[src/rtl/neuron_mac.sv]
// rtl/neuron_mac.sv - Q8.8 multiply-accumulate neuron stage with bias, floor rescale and saturation
module neuron_mac #(
  parameter int N_INPUTS  = 4,
  parameter int DATA_W    = 16,
  parameter int FRAC_BITS = 8,
  parameter int ACC_W     = 40
) (
  input  logic              clk,
  input  logic              rst,
  input  logic              start,
  input  logic [DATA_W-1:0] bias,
  input  logic              in_valid,
  output logic              in_ready,
  input  logic [DATA_W-1:0] x,
  input  logic [DATA_W-1:0] w,
  output logic              out_valid,
  input  logic              out_ready,
  output logic [DATA_W-1:0] y,
  output logic              sat,
  output logic              busy
);

  localparam int CNT_W = (N_INPUTS > 1) ? $clog2(N_INPUTS) : 1;

  // Saturation limits expressed at accumulator width so the compare is a plain signed compare.
  localparam logic signed [ACC_W-1:0] S_MAX = {{(ACC_W-DATA_W+1){1'b0}}, {(DATA_W-1){1'b1}}};
  localparam logic signed [ACC_W-1:0] S_MIN = {{(ACC_W-DATA_W+1){1'b1}}, {(DATA_W-1){1'b0}}};
  localparam logic [DATA_W-1:0]       Y_MAX = {1'b0, {(DATA_W-1){1'b1}}};
  localparam logic [DATA_W-1:0]       Y_MIN = {1'b1, {(DATA_W-1){1'b0}}};

  typedef enum logic [1:0] {IDLE, ACCUM, NORM, OUT} state_t;

  state_t                   state, state_n;
  logic signed [ACC_W-1:0]  acc, acc_n;
  logic [CNT_W-1:0]         count, count_n;
  logic [DATA_W-1:0]        y_n;
  logic                     sat_n;

  logic signed [2*DATA_W-1:0] x_ext, w_ext, prod;
  logic signed [ACC_W-1:0]    prod_ext, bias_ext, s;
  logic                       last_beat;

  // Full-precision product and the aligned bias; the shift by FRAC_BITS puts the bias in Q16.16.
  assign x_ext     = {{DATA_W{x[DATA_W-1]}}, x};
  assign w_ext     = {{DATA_W{w[DATA_W-1]}}, w};
  assign prod      = x_ext * w_ext;
  assign prod_ext  = {{(ACC_W-2*DATA_W){prod[2*DATA_W-1]}}, prod};
  assign bias_ext  = {{(ACC_W-DATA_W){bias[DATA_W-1]}}, bias} << FRAC_BITS;
  assign s         = acc >>> FRAC_BITS;
  assign last_beat = (count == CNT_W'(N_INPUTS - 1));

  // Handshake flags come from registered state only.
  assign in_ready  = (state == ACCUM);
  assign out_valid = (state == OUT);
  assign busy      = (state != IDLE);

  // Next-state and datapath updates for each phase of an evaluation.
  always_comb begin
    state_n = state;
    acc_n   = acc;
    count_n = count;
    y_n     = y;
    sat_n   = sat;
    case (state)
      IDLE: begin
        if (start) begin
          acc_n   = bias_ext;
          count_n = '0;
          state_n = ACCUM;
        end
      end
      ACCUM: begin
        if (in_valid) begin
          acc_n   = acc + prod_ext;
          count_n = count + 1'b1;
          if (last_beat) state_n = NORM;
        end
      end
      NORM: begin
        if (s > S_MAX) begin
          y_n   = Y_MAX;
          sat_n = 1'b1;
        end else if (s < S_MIN) begin
          y_n   = Y_MIN;
          sat_n = 1'b1;
        end else begin
          y_n   = s[DATA_W-1:0];
          sat_n = 1'b0;
        end
        state_n = OUT;
      end
      OUT: begin
        if (out_ready) state_n = IDLE;
      end
      default: state_n = IDLE;
    endcase
  end

  // State and datapath registers; reset aborts any evaluation in progress.
  always_ff @(posedge clk or posedge rst) begin
    if (rst) begin
      state <= IDLE;
      acc   <= '0;
      count <= '0;
      y     <= '0;
      sat   <= 1'b0;
    end else begin
      state <= state_n;
      acc   <= acc_n;
      count <= count_n;
      y     <= y_n;
      sat   <= sat_n;
    end
  end

endmodule

[config.mk]
export PLATFORM = sky130hd
export DESIGN_NAME = neuron_mac
export DESIGN_NICKNAME = d
export VERILOG_FILES = /design/src/rtl/neuron_mac.sv
export SDC_FILE = /design/constraint.sdc
export NUM_CORES = 1
export LEC_CHECK = 0
export BUFFER_PORTS_ARGS = -buffer_cell sky130_fd_sc_hd__clkbuf_2
export CAP_MARGIN = 15
export CORE_AREA = 3 3 236 169
export DETAILED_ROUTE_END_ITERATION = 16
export DIE_AREA = 0 0 239 172
export SLEW_MARGIN = 5
export SYNTH_ARGS = -nofsm -noshare
export SYNTH_HDL_FRONTEND = slang
export SYNTH_SLANG_ARGS = --single-unit
[constraint.sdc]
create_clock -name clk -period 7.3 [get_ports clk]
set_input_delay 2.19 -clock clk [delete_from_list [all_inputs] [get_ports clk]]
set_output_delay 2.19 -clock clk [all_outputs]
set_load 0.01 [all_outputs]
==> insert_results.sql <==
INSERT INTO impl_metrics (metric_group, metric, value, unit) VALUES
('floorplan', 'floorplan.die_area', '41100', 'um^2'),
('floorplan', 'initial_utilization', '39.5', '%'),
('clock_tree', 'cts_buffer_depth', '2', ''),
('worst_setup_path', 'timing.critical_path.arrival', '8.07', 'ns'),
('global_routing', 'number_of_global_route_vias_before_repair', '12532', ''),
('finish', 'antennaDiodeCount', '0', ''),
('global_routing', 'pin_count_of_the_biggest_net_entering_global_routing', '62', ''),
('worst_setup_path', 'worst_r2r_startpoint', 'acc[15]', ''),
('finish', 'final.fill_count', '3469', ''),
('global_routing', 'globalRouteOverflowTotal', '0', ''),
('global_routing', 'grt_pass1_wl', '68800', 'um'),
('route', 'dr.pass1.iters', '5', ''),
('route', 'postRouteAntennaNets', '0', ''),
('worst_setup_path', 'register_to_register_setup_slack', '1.84', 'ns'),
('min_path', 'hold_endpoint', 'acc[7]', ''),
('worst_setup_path', 'startpoint_type', 'primary input', ''),
('finish', 'synthToLayoutAreaGrowth', '29.3', '%'),
('floorplan', 'fp-row-count', '60', ''),
('finish', 'leading_cell_type_in_the_layout_fill_and_taps_excluded', 'inv_1', ''),
('logic_synthesis', 'synth-edff-count', '0', ''),
('clock_tree', 'clock_sink_count', '61', ''),
('sta', 'timing.fmax', '0.127', 'GHz'),
('route', 'vias_per_cell', '4.86', ''),
('place', 'post-place-ws', '-1.09', 'ns'),
('logic_synthesis', 'post_synth.cell_area_avg', '9.31', 'um^2'),
('sta', 'hold_viol_final', '0', ''),
('clock_tree', 'postCtsHoldBufs', '0', ''),
('sta', 'final_period_utilization', '108', '%'),
('worst_setup_path', 'worst_ep_required_time', '7.48', 'ns'),
('floorplan', 'io_pins', '73', ''),
('sta', 'number_of_slew_limit_violations_in_the_final_report', '0', ''),
('worst_setup_path', 'crit_type', 'in2reg', ''),
('min_path', 'holdCritStartpoint', 'acc[7]', ''),
('logic_synthesis', 'synthesis.area', '15000', 'um^2'),
('clock_tree', 'tritoncts', 'yes', ''),
('sta', 'pin_slew_with_the_least_headroom_to_its_limit', '1.03', 'ns'),
('worst_setup_path', 'critical_path.endpoint_type', 'register', ''),
('place', 'gp_congestion', '0.912', ''),
('job', 'maxCapViolations', '0', ''),
('sta', 'rsz0062_at_grt', 'yes', ''),
('route', 'routed-via-count', '11530', ''),
('status', 'failed_checks', 'negative setup slack', ''),
('sta', 'slew-limit-headroom', '31.1', '%'),
('route', 'detail_route.wirelength', '41200', 'um'),
('min_path', 'timing.hold.worst.class', 'reg2reg', ''),
('worst_setup_path', 'cp_max_fo', '8', ''),
('floorplan', 'vertical_die_dimension', '172', 'um'),
('logic_synthesis', 'synth_seq_cells', '61', ''),
('finish', 'most-common-layout-cells', 'inv_1, fa_1, buf_4', ''),
('logic_synthesis', 'yosys_most_used_dff', 'dfrtp_1', ''),
('sta', 'post-route-min-period', '7.89', 'ns'),
('place', 'port_buffers', '72', ''),
('logic_synthesis', 'mappedNetlistNets', '2116', ''),
('route', 'drc', '0', ''),
('global_routing', 'grt_antenna_before_repair', '0', ''),
('logic_synthesis', 'yosysUniqueCellTypes', '60', ''),
('worst_setup_path', 'worstRegToRegCells', '23', ''),
('clock_tree', 'cts.reportedPaths.clkPinSlew', '0.05', 'ns'),
('logic_synthesis', 'postSynthCellCount', '1612', ''),
('clock_tree', 'root_buffer', 'clkbuf_16', ''),
('sta', 'finalWorstSetupSlack', '-0.587', 'ns'),
('logic_synthesis', 'synth-seq-area-share', '10.2', '%'),
('clock_tree', 'cts_max_level', '3', ''),
('global_routing', 'grtUsageTotal', '21.1', '%'),
('clock_tree', 'cts_made_buffers', '9', ''),
('sta', 'post_route_skew', '0.00679', 'ns'),
('worst_setup_path', 'worstReg2RegEnd', 'acc[28]', ''),
('place', 'detailed_place_hpwl', '34600', 'um'),
('logic_synthesis', 'synth_warnings', '0', ''),
('floorplan', 'coreArea', '38000', 'um^2'),
('route', 'first_iter_violations', '800', ''),
('clock_tree', 'clock_latency', '0.33', 'ns'),
('finish', 'ratio_of_cells_with_drive_above_1_in_the_final_layout', '27.9', '%'),
('finish', 'number_of_nets_in_the_layout', '2375', ''),
('floorplan', 'die_width', '239', 'um'),
('sta', 'setup-violations-final', '22', ''),
('logic_synthesis', 'ys_async_sr_fraction', '100', '%'),
('min_path', 'hold_depth', '2', ''),
('route', 'route.detailed.wl_per_inst', '17.4', 'um'),
('status', 'status', 'finished with violations', '');
-- layer usage --
metal | vias to the layer above | share of wire [%] | wire, um | track usage, %
met5 | - | 0 | 0 | 0
met4 | 0 | 0.67 | 277 | 2.15
met1 | 5865 | 53 | 22000 | 35.3
li1 | 5363 | - | - | -
met3 | 21 | 5.4 | 2240 | 2.74
met2 | 281 | 40 | 16600 | 29.7
-- logic make-up (layout without fill, tap and decap cells) --
kind of cell	count (synthesis)	count (layout)	synth area share, %
AOI/OAI and AO/OA	214	214	9.51
DFF	61	61	10.2
buffers and inverters	490	753	12.3
xor gates and xnor gates	40	40	2.33
muxes	1	1	0.0750
adders and majority gates	451	451	54.1
and+or+nand+nor	355	355	11.6
-- state kept, by name, summed over array words and instances (netlist names) --
signal and cells:
acc 40, y 16, count 2, state 2, sat 1
-- timing repair --
action / in CTS / in global routing
cloned: 1 / 3
buffers inserted: 22 / 16
resized for setup: 191 / 91
pin swaps: 105 / 102
setup endpoints to repair: 28 / 28
-- cells in the mapped netlist, types with 9 or more instances --
| library cell | number | area [um^2] |
|---|---|---|
| inv_1 | 436 | 1640 |
| fa_1 | 330 | 6610 |
| nand2_1 | 152 | 571 |
| ha_1 | 121 | 1510 |
| and2_1 | 114 | 713 |
| a21oi_1 | 64 | 320 |
| dfrtp_1 | 61 | 1530 |
| clkbuf_1 | 51 | 191 |
| o21ai_0 | 50 | 250 |
| nor2_1 | 39 | 146 |
| xnor2_1 | 22 | 193 |
| o211ai_1 | 20 | 150 |
| a21o_1 | 19 | 143 |
| xor2_1 | 18 | 158 |
| nand3_1 | 9 | 45.0 |
-- critical path, stage by stage --
cell and delay (ns):
clkbuf_16 0.14, buf_8 0.13, nand2_4 0.05, inv_2 0.04, fa_2 0.49, buf_12 0.16, fa_1 0.52, inv_4 0.09
fa_1 0.49, inv_1 0.05, fa_1 0.45, fa_1 0.50, inv_1 0.05, fa_1 0.56, inv_2 0.06, ha_4 0.23
and2_4 0.14, nand4_1 0.12, or2_4 0.16, o221ai_2 0.10, a311oi_2 0.35, o22ai_2 0.12, or3_4 0.36, a311oi_2 0.27
xor2_1 0.17, o21ai_1 0.07
-- per-stage QoR --
stage	TNS (ns)	std cells	hold slack [ns]	utilization, %	area, um^2
floorplan	-3.12	1612	0.455	-	15500
detailed placement	-20.59	2319	0.489	46.4	17600
finish	-6.70	2371	0.507	51.1	19400
global route	-11.35	2371	0.529	51.1	19400
CTS	-5.46	2356	0.504	49.8	18900
global placement	-19.99	2319	0.485	46.4	17600
-- final cells by class --
type | instances | area, um^2 | area share (%)
clock buffers | 14 | 274 | 1.41
clock inverters | 1 | 5.00 | 0.0258
inverters | 437 | 1650 | 8.49
multi-input cells | 1061 | 12600 | 65.1
flip-flops and latches | 61 | 1530 | 7.86
well taps | 496 | 621 | 3.20
repair buffers | 301 | 2700 | 13.9
-- worst max-delay path by stage --
stage	startpoint	endpoint	slack, ns
after floorplan	x[15]	acc[38]	-0.54
after global placement	w[6]	acc[27]	-1.00
after detailed placement	x[15]	acc[38]	-1.09
after CTS	x[15]	acc[38]	-0.57
after global routing	x[15]	acc[38]	-0.79
final	x[15]	acc[38]	-0.59
Power is not shown: default switching activity piles up to over one toggle a cycle in this logic, so the estimate is an artifact.
